### config.mk
export PLATFORM = sky130hd
export DESIGN_NAME = setup_menu_flat
export DESIGN_NICKNAME = d
export VERILOG_FILES = /design/src/rtl/setup_menu_if.sv /design/src/rtl/setup_menu.sv /design/src/flat_wrapper.sv
export SDC_FILE = /design/constraint.sdc
export NUM_CORES = 1
export LEC_CHECK = 0
export ABC_AREA = 1
export BUFFER_PORTS_ARGS = -buffer_cell sky130_fd_sc_hd__clkbuf_2
export CORE_UTILIZATION = 40
export CTS_BUF_LIST = sky130_fd_sc_hd__clkbuf_4
export CTS_CLUSTER_DIAMETER = 40
export DETAILED_ROUTE_END_ITERATION = 6
export GPL_TIMING_DRIVEN = 0
export MAX_ROUTING_LAYER = met4
export SYNTH_ARGS = -nofsm -noshare
export SYNTH_HDL_FRONTEND = slang
export SYNTH_SLANG_ARGS = --single-unit
export TNS_END_PERCENT = 5
### constraint.sdc
create_clock -name clk -period 6.1 [get_ports clk]
set_input_delay 0.305 -clock clk [delete_from_list [all_inputs] [get_ports clk]]
set_output_delay 0.305 -clock clk [all_outputs]
set_load 0.005 [all_outputs]
### src/rtl/setup_menu_if.sv
// Types and bus interface for the keypad-driven setup menu.
// setup_menu_pkg holds the configuration and display packet types shared by DUT and controller.
package setup_menu_pkg;

  typedef struct packed {
    logic       status;
    logic [3:0] digit1;
    logic [3:0] digit2;
    logic [3:0] digit3;
    logic [3:0] digit4;
  } pin_t;

  typedef struct packed {
    logic       bip_status;
    logic [6:0] bip_time;
    logic [6:0] tranca_aut_time;
    pin_t       master_pin;
    pin_t       pin1;
    pin_t       pin2;
    pin_t       pin3;
    pin_t       pin4;
  } setupPac_t;

  // Index n is display digit BCDn; 0xA shows blank.
  typedef logic [5:0][3:0] bcdPac_t;

endpackage

interface setup_menu_if;
  import setup_menu_pkg::*;

  logic       setup_on;
  setupPac_t  data_setup_old;
  logic       key_valid;
  logic [3:0] key_code;
  setupPac_t  data_setup_new;
  logic       setup_end;
  bcdPac_t    bcd_out;
  logic       bcd_enable;

  modport master (
    output setup_on, data_setup_old, key_valid, key_code,
    input  data_setup_new, setup_end, bcd_out, bcd_enable
  );

  modport slave (
    input  setup_on, data_setup_old, key_valid, key_code,
    output data_setup_new, setup_end, bcd_out, bcd_enable
  );

endinterface

### src/rtl/setup_menu.sv
// Keypad setup menu: walks eight configuration fields, validates entries, drives the display.
// Optional inactivity timeout enabled by defining SETUP_TIMEOUT_EN.
module setup_menu
  import setup_menu_pkg::*;
#(
  parameter int unsigned TIME_MIN = 5,
  parameter int unsigned TIME_MAX = 60,
  parameter int unsigned CLK_HZ   = 1000
) (
  input logic         clk,
  input logic         rst,
  setup_menu_if.slave bus
);

  if (CLK_HZ == 0 || TIME_MIN > TIME_MAX || TIME_MAX > 99) begin : g_param_check
    $error("setup_menu: invalid CLK_HZ/TIME_MIN/TIME_MAX");
  end

  typedef enum logic [1:0] {StIdle, StLoad, StEdit, StDone} state_e;

  state_e          state_q, state_d;
  setupPac_t       work_q, work_d;
  setupPac_t       out_q, out_d;
  logic [3:0]      field_q, field_d;
  logic [3:0][3:0] dig_q, dig_d;
  logic [2:0]      cnt_q, cnt_d;
  logic            err_q, err_d;
  logic            key_q, on_q;
  logic            key_stb, advance, reject, time_ok;
  logic [6:0]      time_val;
  pin_t            new_pin;

`ifdef SETUP_TIMEOUT_EN
  localparam int unsigned TmoLimit = 30 * CLK_HZ;
  logic [31:0] tmo_q, tmo_d;
`endif

  assign key_stb = bus.key_valid & ~key_q;

  // dig_q[0] is the first digit entered.
  assign time_val = (cnt_q == 3'd1) ? {3'b000, dig_q[0]}
                                    : 7'(dig_q[0]) * 7'd10 + {3'b000, dig_q[1]};
  assign time_ok  = (cnt_q == 3'd1 || cnt_q == 3'd2) &&
                    32'(time_val) >= TIME_MIN && 32'(time_val) <= TIME_MAX;
  assign new_pin  = '{status: 1'b1, digit1: dig_q[0], digit2: dig_q[1],
                      digit3: dig_q[2], digit4: dig_q[3]};

  always_comb begin
    state_d = state_q;
    work_d  = work_q;
    out_d   = out_q;
    field_d = field_q;
    dig_d   = dig_q;
    cnt_d   = cnt_q;
    err_d   = err_q;
    advance = 1'b0;
    reject  = 1'b0;
`ifdef SETUP_TIMEOUT_EN
    tmo_d   = tmo_q;
`endif
    unique case (state_q)
      StIdle: if (bus.setup_on && !on_q) state_d = StLoad;
      StLoad: begin
        work_d  = bus.data_setup_old;
        field_d = 4'd1;
        cnt_d   = 3'd0;
        err_d   = 1'b0;
`ifdef SETUP_TIMEOUT_EN
        tmo_d   = '0;
`endif
        state_d = bus.setup_on ? StEdit : StIdle;
      end
      StEdit: begin
        if (!bus.setup_on) begin
          state_d = StIdle;
        end else if (key_stb) begin
          err_d = 1'b0;
`ifdef SETUP_TIMEOUT_EN
          tmo_d = '0;
`endif
          if (bus.key_code <= 4'd9) begin
            if (cnt_q < 3'd4) begin
              dig_d[cnt_q[1:0]] = bus.key_code;
              cnt_d = cnt_q + 3'd1;
            end
          end else if (bus.key_code == 4'hB) begin
            cnt_d = 3'd0;
          end else if (bus.key_code == 4'hC) begin
            if (field_q >= 4'd5) begin
              advance = 1'b1;
              case (field_q)
                4'd5:    work_d.pin1.status = 1'b0;
                4'd6:    work_d.pin2.status = 1'b0;
                4'd7:    work_d.pin3.status = 1'b0;
                default: work_d.pin4.status = 1'b0;
              endcase
            end
          end else if (bus.key_code == 4'hA) begin
            if (cnt_q == 3'd0) begin
              advance = 1'b1;
            end else if (field_q == 4'd1) begin
              if (cnt_q == 3'd1 && dig_q[0] <= 4'd1) begin
                work_d.bip_status = dig_q[0][0];
                advance = 1'b1;
              end else begin
                reject = 1'b1;
              end
            end else if (field_q <= 4'd3) begin
              if (time_ok) begin
                if (field_q == 4'd2) work_d.bip_time = time_val;
                else                 work_d.tranca_aut_time = time_val;
                advance = 1'b1;
              end else begin
                reject = 1'b1;
              end
            end else if (cnt_q == 3'd4) begin
              advance = 1'b1;
              case (field_q)
                4'd4:    work_d.master_pin = new_pin;
                4'd5:    work_d.pin1 = new_pin;
                4'd6:    work_d.pin2 = new_pin;
                4'd7:    work_d.pin3 = new_pin;
                default: work_d.pin4 = new_pin;
              endcase
            end else begin
              reject = 1'b1;
            end
          end
          if (reject) begin
            cnt_d = 3'd0;
            err_d = 1'b1;
          end
          if (advance) begin
            cnt_d = 3'd0;
            if (field_q == 4'd8) begin
              state_d = StDone;
              out_d   = work_d;
            end else begin
              field_d = field_q + 4'd1;
            end
          end
        end
`ifdef SETUP_TIMEOUT_EN
        else if (tmo_q == TmoLimit - 1) begin
          // Inactivity: complete the session but publish the untouched configuration.
          out_d   = bus.data_setup_old;
          state_d = StDone;
        end else begin
          tmo_d = tmo_q + 32'd1;
        end
`endif
      end
      StDone:  state_d = StIdle;
      default: state_d = StIdle;
    endcase
  end

  always_ff @(posedge clk or posedge rst) begin
    if (rst) begin
      state_q <= StIdle;
      work_q  <= '0;
      out_q   <= '0;
      field_q <= 4'd1;
      dig_q   <= '0;
      cnt_q   <= 3'd0;
      err_q   <= 1'b0;
      key_q   <= 1'b0;
      on_q    <= 1'b0;
`ifdef SETUP_TIMEOUT_EN
      tmo_q   <= '0;
`endif
    end else begin
      state_q <= state_d;
      work_q  <= work_d;
      out_q   <= out_d;
      field_q <= field_d;
      dig_q   <= dig_d;
      cnt_q   <= cnt_d;
      err_q   <= err_d;
      key_q   <= bus.key_valid;
      on_q    <= bus.setup_on;
`ifdef SETUP_TIMEOUT_EN
      tmo_q   <= tmo_d;
`endif
    end
  end

  assign bus.setup_end      = (state_q == StDone);
  assign bus.data_setup_new = out_q;

  // Buffer is right-aligned: the most recent digit sits on BCD0.
  always_comb begin
    bus.bcd_out    = {6{4'hA}};
    bus.bcd_enable = 1'b0;
    if (state_q == StEdit) begin
      bus.bcd_enable = 1'b1;
      bus.bcd_out[5] = field_q;
      if (err_q) begin
        bus.bcd_out[3:0] = {4{4'hB}};
      end else begin
        case (cnt_q)
          3'd1: bus.bcd_out[0] = dig_q[0];
          3'd2: bus.bcd_out[1:0] = {dig_q[0], dig_q[1]};
          3'd3: bus.bcd_out[2:0] = {dig_q[0], dig_q[1], dig_q[2]};
          3'd4: bus.bcd_out[3:0] = {dig_q[0], dig_q[1], dig_q[2], dig_q[3]};
          default: ;
        endcase
      end
    end
  end

endmodule
### src/flat_wrapper.sv
// flat-port wrapper written by rule: the top's interface ports become plain ports
module setup_menu_flat import setup_menu_pkg::*;
#(
  parameter int unsigned TIME_MIN = 5,
  parameter int unsigned TIME_MAX = 60,
  parameter int unsigned CLK_HZ   = 1000
)
  (clk, rst, bus_setup_on, bus_data_setup_old, bus_key_valid, bus_key_code, bus_data_setup_new, bus_setup_end, bus_bcd_out, bus_bcd_enable);
  setup_menu_if bus_i ();
  input logic clk;
  input logic rst;
  input wire logic [$bits(bus_i.setup_on)-1:0] bus_setup_on;
  input wire logic [$bits(bus_i.data_setup_old)-1:0] bus_data_setup_old;
  input wire logic [$bits(bus_i.key_valid)-1:0] bus_key_valid;
  input wire logic [$bits(bus_i.key_code)-1:0] bus_key_code;
  output wire logic [$bits(bus_i.data_setup_new)-1:0] bus_data_setup_new;
  output wire logic [$bits(bus_i.setup_end)-1:0] bus_setup_end;
  output wire logic [$bits(bus_i.bcd_out)-1:0] bus_bcd_out;
  output wire logic [$bits(bus_i.bcd_enable)-1:0] bus_bcd_enable;
  assign bus_i.setup_on = bus_setup_on;
  assign bus_i.data_setup_old = bus_data_setup_old;
  assign bus_i.key_valid = bus_key_valid;
  assign bus_i.key_code = bus_key_code;
  assign bus_data_setup_new = bus_i.data_setup_new;
  assign bus_setup_end = bus_i.setup_end;
  assign bus_bcd_out = bus_i.bcd_out;
  assign bus_bcd_enable = bus_i.bcd_enable;
  setup_menu #(.TIME_MIN(TIME_MIN), .TIME_MAX(TIME_MAX), .CLK_HZ(CLK_HZ)) u_core (.clk(clk), .rst(rst), .bus(bus_i));
endmodule
Word-level counts from Yosys, hierarchy flattened
Index checks and enable logic that the tools add are counted.
{"block": "totals", "regBits": 228, "output_inout_bits": 126, "wordCells": 227}
{"block": "op_classes", "n_addsub": 3, "multipliers": 1, "magnitude_cmp": 9, "eq_ne": 27, "mux": 101, "bitwise": 2, "reduce_logical": 18}
{"operator": "100-bit two-way mux", "count": 6}
{"operator": "100-bit case mux with 2 select lines", "count": 1}
{"operator": "85-bit two-way mux", "count": 2}
{"operator": "99-bit two-way mux", "count": 1}
{"operator": "16-bit two-way mux", "count": 6}
{"operator": "17-bit two-way mux", "count": 5}
{"operator": "1-bit two-way mux", "count": 45}
{"operator": "32-bit two-way mux", "count": 1}
{"operator": "14-bit two-way mux", "count": 2}
{"operator": "4-bit two-way mux", "count": 7}
{"operator": "3-bit two-way mux", "count": 7}
{"operator": "7-bit two-way mux", "count": 3}
{"operator": "5-bit AND reduction", "count": 4}
{"operator": "16-bit bitwise mux", "count": 1}
{"operator": "4-bit by 3-bit equality test with 1-bit output, second input constant", "count": 4}
{"operator": "4-bit equality test, second input constant", "count": 4}
{"operator": "4-bit case mux with 2 select lines", "count": 2}
{"operator": "4-bit case mux with 4 select lines", "count": 1}
{"operator": "2-bit two-way mux", "count": 6}
{"operator": "4-bit case mux with 3 select lines", "count": 1}
{"operator": "3-bit by 2-bit != test with 1-bit output, second input constant", "count": 3}
{"operator": "4-bit demux with 2-bit select", "count": 1}
{"operator": "2-bit case mux with 4 select lines", "count": 1}
{"operator": "7-bit by 4-bit adder with 7-bit output", "count": 1}
{"operator": "other kinds (37)", "count": 46}

Depth between registers and ports, before layout
Gate-level depths: netlist of run 1.
{"block": "logic_depth", "depth_word": 22, "ltp_mapped": 21}

Worst setup path after synthesis of run 1
No wires, ideal clock.
{"block": "synth_timing", "kind": "register to register", "start": "register u_core.dig_q[1] (netlist bit)", "end": "register u_core.out_q, in the netlist u_core.bus.data_setup_new[85]", "setup_time_ps": 117, "arrival_time_ps": 2743, "path_slack_ps": 3240, "path_stages_with_launch": 21, "n_path_buf": 2, "cell_sequence": "dfrtp_1 -> ha_1 -> ha_1 -> inv_1 -> fa_1 -> nor2_1 -> nand2_1 -> nand2_1 -> nor2_1 -> nor2_1 -> nand3_2 -> nand4_1 -> nand2_1 -> nand2_1 -> nand2_2 -> nand2_1 -> inv_2 -> buf_4 -> buf_2 -> nand4_1 -> nand2_1"}
{"block": "synth_via", "elab_chain_len": 18, "elab_cells_between_ends": 30}
{"item": "start: declaration", "line": "setup_menu.sv:25", "source": "logic [3:0][3:0] dig_q, dig_d;"}
{"item": "start signal: assignment", "line": "setup_menu.sv:177", "source": "dig_q <= dig_d;"}
{"item": "4-bit by 3-bit multiplier with 6-bit output", "line": "setup_menu.sv:42", "source": ": 7'(dig_q[0]) * 7'd10 + {3'b000, dig_q[1]};"}
{"item": "7-bit by 4-bit adder with 7-bit output", "line": "setup_menu.sv:42"}
{"item": "7-bit two-way mux", "line": "setup_menu.sv:41", "source": "assign time_val = (cnt_q == 3'd1) ? {3'b000, dig_q[0]}"}
{"item": "7-bit by 3-bit >= comparator with 1-bit output", "line": "setup_menu.sv:44", "source": "32'(time_val) >= TIME_MIN && 32'(time_val) <= TIME_MAX;"}
{"item": "1-bit logical AND", "line": "setup_menu.sv:43", "source": "assign time_ok = (cnt_q == 3'd1 || cnt_q == 3'd2) &&"}
{"item": "1-bit logical AND", "line": "setup_menu.sv:44"}
{"item": "1-bit two-way mux", "line": "setup_menu.sv:109", "source": "if (time_ok) begin"}
{"item": "1-bit two-way mux", "line": "setup_menu.sv:108", "source": "end else if (field_q <= 4'd3) begin"}
{"item": "(+2 left out)"}
{"item": "1-bit two-way mux", "line": "setup_menu.sv:98", "source": "end else if (bus.key_code == 4'hA) begin"}
{"item": "1-bit two-way mux", "line": "setup_menu.sv:88", "source": "end else if (bus.key_code == 4'hC) begin"}
{"item": "1-bit two-way mux", "line": "setup_menu.sv:86", "source": "end else if (bus.key_code == 4'hB) begin"}
{"item": "1-bit two-way mux", "line": "setup_menu.sv:81", "source": "if (bus.key_code <= 4'd9) begin"}
{"item": "1-bit two-way mux", "line": "setup_menu.sv:76", "source": "end else if (key_stb) begin"}
{"item": "1-bit two-way mux", "line": "setup_menu.sv:74", "source": "if (!bus.setup_on) begin"}
{"item": "1-bit two-way mux", "line": "setup_menu.sv:61", "source": "unique case (state_q)"}
{"item": "5-bit AND reduction (no source line)"}
{"item": "end signal: assignment", "line": "setup_menu.sv:175", "source": "out_q <= out_d;"}
{"item": "end: declaration", "line": "setup_menu.sv:23", "source": "setupPac_t out_q, out_d;"}
Several ways; a longest one is shown, not always the timed one. The select of a mux whose other input is x is not followed.
A chain may end at the register's enable or synchronous reset.

Final worst setup path of run 1
{"block": "layout_timing", "start": "register u_core.dig_q[0] (netlist bit)", "end": "register u_core.out_q, in the netlist u_core.bus.data_setup_new[2]"}
{"block": "layout_via", "elab_chain_len": 18, "elab_cells_between_ends": 22}
{"item": "4-bit by 3-bit multiplier with 6-bit output", "line": "setup_menu.sv:42"}
{"item": "7-bit by 4-bit adder with 7-bit output", "line": "setup_menu.sv:42"}
{"item": "7-bit two-way mux", "line": "setup_menu.sv:41"}
{"item": "7-bit by 3-bit >= comparator with 1-bit output", "line": "setup_menu.sv:44"}
{"item": "1-bit logical AND", "line": "setup_menu.sv:43"}
{"item": "1-bit logical AND", "line": "setup_menu.sv:44"}
{"item": "1-bit two-way mux", "line": "setup_menu.sv:109"}
{"item": "1-bit two-way mux", "line": "setup_menu.sv:108"}
{"item": "(+2 left out)"}
{"item": "1-bit two-way mux *", "line": "setup_menu.sv:98"}
{"item": "1-bit two-way mux *", "line": "setup_menu.sv:88"}
{"item": "1-bit two-way mux *", "line": "setup_menu.sv:86"}
{"item": "1-bit two-way mux *", "line": "setup_menu.sv:81"}
{"item": "1-bit two-way mux *", "line": "setup_menu.sv:76"}
{"item": "1-bit two-way mux *", "line": "setup_menu.sv:74"}
{"item": "1-bit two-way mux *", "line": "setup_menu.sv:61"}
{"item": "5-bit AND reduction (no source line) *"}
Every way passes the cells marked *; elsewhere a longest branch is shown, timed or not. The select of a mux whose other input is x is not followed.

==> results of run 1 <==
## state kept, by name, summed over array words and instances, names as in the netlist
| name | count |
|---|---|
| u_core.cnt_q | 3 |
| u_core.field_q | 4 |
| u_core.key_q | 1 |
| u_core.err_q | 1 |
| u_core.dig_q | 16 |
| u_core.state_q | 2 |
| u_core.bus.data_setup_new | 100 |
| u_core.work_q | 100 |
| u_core.on_q | 1 |
## synthesized netlist by cell type (all sizes together), types with 6 or more instances
cell type / count
inv: 166
o211ai: 73
nand4: 105
nand3: 59
nor2: 58
buf: 44
nand2: 557
clkbuf: 51
dfrtp: 227
nor3: 7
ha: 17
o21ai: 50
o22ai: 72
or2: 6
a21oi: 16
## cells by family (layout without fill, tap and decap cells)
kind of cell             Yosys count  count (layout)  share of synthesized area (%)
other                              2               5                         0.0629
AND/OR/NAND/NOR                  793             793                           28.6
flip-flops                       228             228                           47.8
adder cells (fa/ha/maj)           19              19                           2.12
AO/OA/AOI/OAI                    219             219                           11.7
XOR/XNOR                           3               3                          0.220
multiplexers                       1               1                         0.0838
buffers and inverters            263             704                           9.45
## final cells by class
cell class / count / share of cell area (%)
multi-input combinational: 1039 / 33.1
clock inverter: 13 / 0.348
buffer: 95 / 3.22
sequential: 228 / 36.9
inverter: 168 / 4.10
antenna: 1 / 0.0162
clock buffer: 87 / 4.22
timing repair buffer: 341 / 15.0
tap: 384 / 3.11
## power groups by stage
| stage | Sequential (W) | Combinational (W) | Clock [W] |
|---|---|---|---|
| after floorplan | 0.00204 | 0.00132 | 0 |
| after global placement | 0.00210 | 0.00183 | 0 |
| after detailed placement | 0.00211 | 0.00187 | 0 |
| after CTS | 0.00209 | 0.00193 | 0.00131 |
| after global routing | 0.00214 | 0.00218 | 0.00139 |
| final | 0.00210 | 0.00195 | 0.00128 |
## repair_timing
| action | 4_1_cts | 5_1_grt |
|---|---|---|
| hold buffers | 106 | 0 |
| setup endpoints to repair | 0 | 0 |
| endpoints found under the hold margin | 138 | 0 |
## worst max-delay path: cells and delay by family, from the launching register on
family / cells / cell delay, ps
buffers and inverters: 4 / 620
AND/OR/NAND/NOR: 12 / 1350
adder cells (fa/ha/maj): 3 / 890
flip-flops: 1 / 760
## worst paths after layout
check,cells after the start,startpoint,slack (ps),endpoint
max in group asynchronous,6,rst,4750,u_core.field_q[0]
setup reg to reg,19,u_core.dig_q[0],2400,u_core.bus.data_setup_new[2]
hold / removal,3,bus_key_code[1],80,u_core.dig_q[1]
setup / recovery,19,u_core.dig_q[0],2400,u_core.bus.data_setup_new[2]
min in group asynchronous,3,rst,190,u_core.work_q[66]
hold reg to reg,2,u_core.bus.data_setup_new[86],470,u_core.bus.data_setup_new[86]
## metal layers
metal,routed length [µm],vias up
met2,19900,510
met4,1670,0
li1,-,5902
met3,3020,110
met1,19200,5827
met5,0,-
## through the flow
step | total power [W] | utilization [%] | cells | instance area (µm²) | hold WS [ps]
after global placement | 0.00393 | 46.8 | 2143 | 13600 | 443
after floorplan | 0.00337 | - | 1530 | 12000 | 336
final | 0.00533 | 53.3 | 2356 | 15500 | 75.3
after global routing | 0.00571 | 53.3 | 2356 | 15500 | 64.3
after CTS | 0.00533 | 53.3 | 2355 | 15500 | 22.5
after detailed placement | 0.00398 | 47.2 | 2149 | 13700 | 379
## layout by cell type, fill, tap and decap left out, types with 16 or more instances in the layout
cell type      count
nand4_1          105
a21oi_1           16
clkbuf_1          51
o21ai_0           45
o211ai_1          73
o22ai_1           72
ha_1              17
buf_2             20
dlygate4sd3_1    106
nor2_1            51
nand3_1           54
clkbuf_4          87
nand2_1          555
dfrtp_1          227
inv_1            155
clkbuf_2         229
==> summary.txt, run 1 <==
Routing
  • Vias per cell: approximately 5.2
  • DRC Markers: 0
  • Routed wire per std cell: between 15 and 20 µm
  • ANT nets after route: 0
  • Post-Route WL: 43,800 µm
  • Number of DRC markers in iteration 0: 1,075
  • Via count: 12,300
  • DR pass1 iterations: 6

Timing
  • Final setup viols: 0
  • Setup TNS Final: 0 ps
  • Maximum clock frequency: 271 MHz
  • Hold Vio Cnt, Final: 0
  • Clk_skew: 42.8 ps
  • Max-Slew Margin vs Limit: 31.1%
  • Post-route minimum period: roughly 3700 ps
  • Tcrit/Tclk final: ~60%
  • Worst-Margin Slew: 1030 ps
  • Max-slew violations: 0
  • PnR worst setup slack: between 2000 and 2500 ps
  • RSZ-0062 raised after global routing: no

CTS
  • TritonCTS clock tree: built
  • Post-CTS sizing: 0
  • # H-tree levels: 2
  • Clk buf depth: 3
  • Num CTS Buffers: 60
  • Skew-Pair Late Insertion Delay: about 710 ps
  • Clock Sinks: roughly 230
  • Root buf cell: clkbuf_4
  • CTS clk-pin slew, worst paths: roughly 70 ps
  • Postcts setup bufs: 0

Job
  • Max Cap Viol: 0

Placement
  • Hpwl dp: 32,000 µm
  • Port buffer count: around 230
  • Final GP Congestion: a little under 1
  • Worst slack at placement: 2480 ps

Critical path
  • Critical path, cell by cell: ha_1 > ha_1 > inv_1 > fa_1 > nor2_1 > nand2_1 > nand3_2 > nor2_1 > nand3_2 > nand4_1 > nand2_1 > nand2_1 > nand2_2 > nand2_1 > inv_2 > buf_4 > buf_2 > nand4_1 > nand2_1
  • Critical path data arrival time: ~4300 ps
  • Worst setup EP type: flop
  • CP max stage cell: dfrtp_1
  • CP Launch Type: flop
  • Crit-path max cell delay: approximately 760 ps
  • Critical Path Most Common Cell: nand2_1
  • Worst-path maximum fanout: 10
  • Setup Crit Path Kind: flop to flop
  • CP Data Required Time: roughly 6700 ps

Yosys
  • Mean post-synth cell area: about 8 µm²
  • Share of the synthesized area in the top cell type: between 40% and 50%
  • Gate Count Post-Synth: 1,528
  • Ys Warns: 0
  • Cell taking the most area after synthesis: dfrtp_1
  • Synth Flop Type: dfrtp_1
  • Synth Cell Area: around 12,000 µm²
  • Post-synth EDFFs: 0
  • Ys async rst share: 100%
  • Yosys reg bits: 228
  • Area contributors post-synth: dfrtp_1, nand2_1, nand4_1
  • Sequential element share of the synthesized area: between 40% and 50%
  • Yosys cell types: 40

Layout
  • Nets: between 2,000 and 2,500
  • Area of the multi-input gates: ~5000 µm²
  • Reg area: 5710 µm²
  • Fill cell count: 2,898
  • Area growth from synthesis to layout: 29.5%
  • Layout cells sized above 1: between 20% and 30%

Global route
  • First-pass GRT wire length: between 60,000 and 70,000 µm
  • Largest net degree at the start of global routing: 41
  • GRT met2 Usage: between 40% and 50%
  • GR Util met3: about 5%
  • Total GRT Usage: between 20 and 30%
  • Met1 track demand over resource: ~39%
  • GRT overflow: 0
  • Global route hottest layer: met2
  • Vias in the first global route: roughly 12,000
  • Initial antenna violation count: 1

Outcome
  • Status: complete, no violations

Die
  • Die Wd: about 170 µm
  • # IOs: 234
  • Die ar.: around 30,000 µm²
  • Die H: between 150 and 200 µm
  • Starting Density: about two fifths
  • Rows: 62
  • Core ar.: 29,000 µm²

Pwr
  • Psw: around 0.0021 W
  • Lkg Pwr: slightly above 8 nW
  • Sequential share of power: between 30% and 40%
  • Internal power: approximately 0.0032 W
  • Clk network pwr share: about a quarter
  • Switching share of total power: 40.0%
  • Worst VDD drop: approximately 140 µV
  • Comb power frac: between 30% and 40%
  • P per Cell Area: 345 nW/µm²

Min path
  • HP Class: input pin to flop
(Power assumes the default switching activity.)
==> inputs of run 2 (changes only) <==
- clock period: 6.1 -> 3.29 ns (I/O delays scaled with it)
==> summary.txt, run 2 (same netlist as run 1, synthesis figures left out) <==
Outcome
  • Status: complete, no violations

Routing
  • Vias per cell: roughly 5.2
  • Via count: between 10,000 and 15,000
  • Post-Route WL: 44,200 µm
  • DRC Markers: 0
  • Routed wire per std cell: 18.6 µm
  • ANT nets after route: 0
  • DR pass1 iterations: 5
  • Number of DRC markers in iteration 0: 1,067

Layout
  • Area growth from synthesis to layout: 31.8%
  • Most common cell after layout, fill and taps aside: nand2_1
  • Final std cells w/o fill: around 2,400
  • Post-route design area: around 16,000 µm²
  • Most frequent cells in the layout: nand2_1, clkbuf_2, dfrtp_1
  • Nets: 2,073
  • Layout cells sized above 1: 21.5%
  • Fill cell count: 2,872

Pwr
  • P per Cell Area: roughly 630 nW/µm²
  • Lkg Pwr: 8.35 nW
  • Worst VDD drop: ~250 µV
  • Final Power: roughly 0.01 W

Critical path
  • Critical path data arrival time: ~3800 ps
  • CP Data Required Time: 3860 ps
  • Worst path depth: 20
  • Worst r2r path cells: 20
  • Worst-path maximum fanout: 6
  • Setup Crit Path Kind: flop to flop
  • Crit-path max cell delay: about 520 ps
  • Worst setup EP type: flop
  • CP delay by family, top: simple AND/OR/NAND/NOR gates
  • Critical Path Most Common Cell: nand2_1
  • CP Launch Type: flop
  • Critical path, cell by cell: ha_4 > ha_4 > inv_2 > fa_1 > nor2_2 > nand2_2 > nand3_2 > nor2_1 > nand3_2 > nand4_1 > nand2_1 > nand2_1 > nand2_2 > nand2_4 > inv_4 > nand3_4 > buf_12 > clkbuf_16 > nand2_1 > nand2_1
  • CP max stage cell: fa_1
  • CP bufs+invs: 4

Min path
  • HP Class: input pin to asynchronous set/reset pin

Timing
  • Post-route minimum period: roughly 3300 ps
  • Final hold slack: between 50 and 60 ps
  • Clk_skew: 36.5 ps
  • Tcrit/Tclk final: between 90% and 100%
  • Maximum clock frequency: between 300 and 400 MHz
  • Final setup viols: 0
  • Max-Slew Margin vs Limit: between 20 and 30%
  • Setup TNS Final: 0 ps
  • Hold Vio Cnt, Final: 0
  • Worst-Margin Slew: 1090 ps
  • RSZ-0062 raised after global routing: yes
  • Max-slew violations: 0

Die
  • # IOs: 234
  • Core ar.: slightly below 30,000 µm²
  • Die Wd: ~170 µm
  • Starting Density: 41.2%
  • Die ar.: 30,600 µm²
  • Die H: approximately 170 µm
  • Rows: 62

CTS
  • # H-tree levels: 2
  • Skew-Pair Late Insertion Delay: 720 ps
  • TritonCTS clock tree: built
  • Root buf cell: clkbuf_4
  • Clk buf depth: 3
  • Num CTS Buffers: 60
  • Clock Sinks: 228
  • CTS clk-pin slew, worst paths: roughly 60 ps

Global route
  • Initial antenna violation count: 1
  • First-pass GRT wire length: ~67,000 µm
  • Total GRT Usage: 29.7%
  • Global route hottest layer: met2
  • GRT overflow: 0
  • Met1 track demand over resource: around two fifths
  • Vias in the first global route: roughly 12,000
  • GR Util met3: 5.09%
  • GRT met2 Usage: a little under half
  • Largest net degree at the start of global routing: just over 40

Job
  • Max Cap Viol: 0

Placement
  • Dpl cell area: approximately 14,000 µm²
  • Port buffer count: 229
  • Hpwl dp: ~32,000 µm
  • Placed cell count: about 2,100
  • Final GP Congestion: 0.965
run 2: metal layers:
metal	part of all wire [%]	vias to the layer above	wire length, µm
met5	0	-	0
met2	46	505	20200
met1	43	5842	19200
met3	7.1	112	3160
li1	-	5924	-
met4	3.8	0	1680
run 2: power by group:
| group | switching, W | total [W] | internal, W |
|---|---|---|---|
| Combinational | 0.00240 | 0.00373 | 0.00134 |
| Clock | 0.00118 | 0.00238 | 0.00120 |
| Sequential | 0.000410 | 0.00387 | 0.00346 |
| Total | 0.00399 | 0.00998 | 0.00599 |
run 2: worst paths after layout:
check                           slack [ps]                           from                             to
worst max-delay path                    30                u_core.dig_q[3]   u_core.bus.data_setup_new[2]
worst max register to register          30                u_core.dig_q[3]   u_core.bus.data_setup_new[2]
max in group asynchronous             2090                            rst              u_core.field_q[0]
worst min-delay path                    50                            rst              u_core.work_q[49]
min in group clk                       140                  bus_key_valid                   u_core.key_q
worst min register to register         470  u_core.bus.data_setup_new[86]  u_core.bus.data_setup_new[86]
run 2: timing repair:
| action | CTS | global route |
|---|---|---|
| gates cloned | 0 | 2 |
| pin swaps | 0 | 10 |
| setup buffers | 2 | 7 |
| hold buffers | 108 | 0 |
| hold endpoints to repair | 205 | 0 |
| endpoints found under the setup margin | 101 | 107 |
| gates resized for setup | 16 | 26 |
run 2: worst register-to-register path, delay by kind of cell, from the launching register on:
family        cells  cell delay (ps)
buf+inv           4              470
fa+ha+maj         3              950
simple gates     13             1240
flops             1              480
run 2: final cells by class:
class / count / area, µm² / area share, %
clock buffers: 87 / 653 / 4.15
multi-input cells: 1039 / 5190 / 33.0
repair buffers: 354 / 2460 / 15.7
well taps: 384 / 480 / 3.05
inverters: 168 / 637 / 4.05
clock inverters: 13 / 53.8 / 0.342
plain buffers: 95 / 552 / 3.50
flip-flops and latches: 228 / 5710 / 36.3
diodes: 1 / 2.50 / 0.0159
run 2: metrics by stage:
| stage | utilization (%) | setup slack [ps] |
|---|---|---|
| 2_1_floorplan | - | 146 |
| 3_3_place_gp | 46.8 | -1460 |
| 3_5_place_dp | 47.2 | -326 |
| 4_1_cts | 53.6 | 3.68 |
| 5_1_grt | 54.3 | -108 |
| 6_report | 54.3 | 33.7 |
==> inputs of run 3 (changes only) <==
- BUFFER_PORTS_ARGS: -buffer_cell sky130_fd_sc_hd__clkbuf_2 -> not set
- DONT_BUFFER_PORTS: not set -> 1
==> summary.txt, run 3 (same netlist as run 1, synthesis figures left out) <==
Layout
  • Post-route design area: around 15,000 µm²
  • Area growth from synthesis to layout: 24.9%
  • Final std cells w/o fill: between 2,000 and 2,500
  • Most frequent cells in the layout: nand2_1, dfrtp_1, inv_1
  • Nets: ~1,900
  • Layout cells sized above 1: approximately 14%
  • Most common cell after layout, fill and taps aside: nand2_1

Routing
  • Via count: about 12,000
  • Routed wire per std cell: approximately 21 µm
  • Number of DRC markers in iteration 0: 1,100
  • ANT nets after route: 0
  • DRC Markers: 0
  • DR pass1 iterations: 6
  • Vias per cell: approximately 5.5
  • Post-Route WL: roughly 44,000 µm

CTS
  • Root buf cell: clkbuf_4
  • Clock Sinks: 228
  • # H-tree levels: 3
  • Num CTS Buffers: between 60 and 70
  • Skew-Pair Late Insertion Delay: slightly below 700 ps
  • TritonCTS clock tree: built
  • CTS clk-pin slew, worst paths: about 60 ps
  • Clk buf depth: 3

Global route
  • Total GRT Usage: between 20% and 30%
  • GRT overflow: 0
  • Initial antenna violation count: 4
  • Largest net degree at the start of global routing: a little over 40
  • Vias in the first global route: ~12,000
  • First-pass GRT wire length: around 67,000 µm

Critical path
  • CP Data Required Time: ~3800 ps
  • Worst-path maximum fanout: 8
  • Critical Path Most Common Cell: nand2_1
  • CP bufs+invs: 4
  • Worst setup EP type: flop
  • Critical path data arrival time: 3860 ps
  • Setup Crit Path Kind: flop to flop
  • CP max stage cell: fa_1
  • CP Launch Type: flop
  • Crit-path max cell delay: ~580 ps
  • Flop-to-flop setup slack: -30 ps
  • Critical path, cell by cell: ha_4 > ha_4 > inv_2 > fa_1 > nor2_2 > nand2_1 > nand2_1 > nor2_1 > nor2_1 > nand3_2 > nand4_1 > nand2_1 > nand2_1 > nand2_2 > nand2_4 > inv_4 > nand3_4 > clkbuf_16 > clkbuf_16 > nand2_2 > nand2_1
  • CP delay by family, top: simple AND/OR/NAND/NOR gates

Die
  • Die H: 175 µm
  • Core ar.: a little under 30,000 µm²
  • # IOs: 234
  • Starting Density: between 40% and 50%
  • Die Wd: approximately 170 µm
  • Rows: between 60 and 70
  • Die ar.: between 30,000 and 40,000 µm²

Pwr
  • Lkg Pwr: approximately 7.5 nW
  • Worst VDD drop: between 200 and 300 µV
  • P per Cell Area: ~690 nW/µm²

Placement
  • Placed cell count: approximately 1,900
  • Hpwl dp: around 32,000 µm
  • Dpl cell area: between 10,000 and 15,000 µm²
  • Port buffer count: 0
  • Final GP Congestion: 0.958
  • Worst slack at placement: -368 ps

Job
  • Max Cap Viol: 0

Timing
  • Maximum clock frequency: approximately 300 MHz
  • PnR worst setup slack: -28.1 ps
  • Max-slew violations: 0
  • Final setup viols: 12
  • Clk_skew: 41.7 ps
  • Tcrit/Tclk final: 101%
  • Hold Vio Cnt, Final: 0
  • Max-Slew Margin vs Limit: between 20% and 30%
  • Post-route minimum period: between 3000 and 4000 ps
  • RSZ-0062 raised after global routing: yes
  • Final hold slack: around 55 ps
  • Worst-Margin Slew: 1090 ps

Outcome
  • Failing checks: setup timing
  • Status: finished, violations left

Min path
  • HP Class: input pin to flop
run 3: layout make-up:
class / instances / area (µm²)
Inverter: 168 / 637
Sequential cell: 228 / 5710
Antenna cell: 5 / 12.5
Buffer: 95 / 581
Multi-Input combinational cell: 1039 / 5290
Clock inverter: 18 / 126
Fill cell: 2873 / 14100
Timing Repair Buffer: 129 / 1400
Clock buffer: 90 / 676
Tap cell: 384 / 480
run 3: repair_timing:
| item | CTS | global route |
|---|---|---|
| setup buffers | 2 | 8 |
| endpoints found under the hold margin | 221 | 0 |
| hold buffers | 108 | 0 |
| pin swaps | 2 | 18 |
| setup endpoints to repair | 105 | 103 |
| gates resized for setup | 18 | 74 |
| cloned | 0 | 5 |
run 3: final timing paths:
path | start | to | cells after the start
worst max-delay path | u_core.dig_q[3] | u_core.bus.data_setup_new[19] | 21
worst min-delay path | bus_key_valid | u_core.key_q | 1
worst max register to register | u_core.dig_q[3] | u_core.bus.data_setup_new[19] | 21
worst min register to register | u_core.work_q[51] | u_core.work_q[51] | 2
max in group asynchronous | rst | u_core.field_q[0] | 4
min in group asynchronous | rst | u_core.bus.data_setup_new[38] | 2
run 3: metrics by stage:
stage,util (%),power [W],TNS [ps]
floorplan,-,0.00624,0
global placement,42.9,0.00718,-319390
detailed placement,43.3,0.00728,-32630
CTS,50.0,0.0102,0
global route,51.4,0.0109,-12620
finish,51.4,0.0103,-130
run 3: routing by layer:
layer  share of wire, %  vias to the layer above  track usage [%]
li1                   -                     5501                -
met1                 41                     5755             36.8
met2                 45                      566             44.3
met3                9.0                      119             7.83
met4                4.4                        0             13.1
met5                  0                        -                -
run 3: worst register-to-register path, stage by stage, from the launching register on:
cell       delay [ps]
dfrtp_2           470
ha_4              300
ha_4              110
inv_2              30
fa_1              580
nor2_2             70
nand2_1            90
nand2_1            60
nor2_1             80
nor2_1             60
nand3_2            80
nand4_1           160
nand2_1           110
nand2_1            70
nand2_2           100
nand2_4            80
inv_4              80
nand3_4           120
clkbuf_16         250
clkbuf_16         180
nand2_2            50
nand2_1            50
run 3: where the power goes:
part	internal (W)	switching (W)	leakage, nW
sequential	0.00346	0.000409	3.01
clock	0.00142	0.00129	0.473
combinational	0.00131	0.00240	3.97
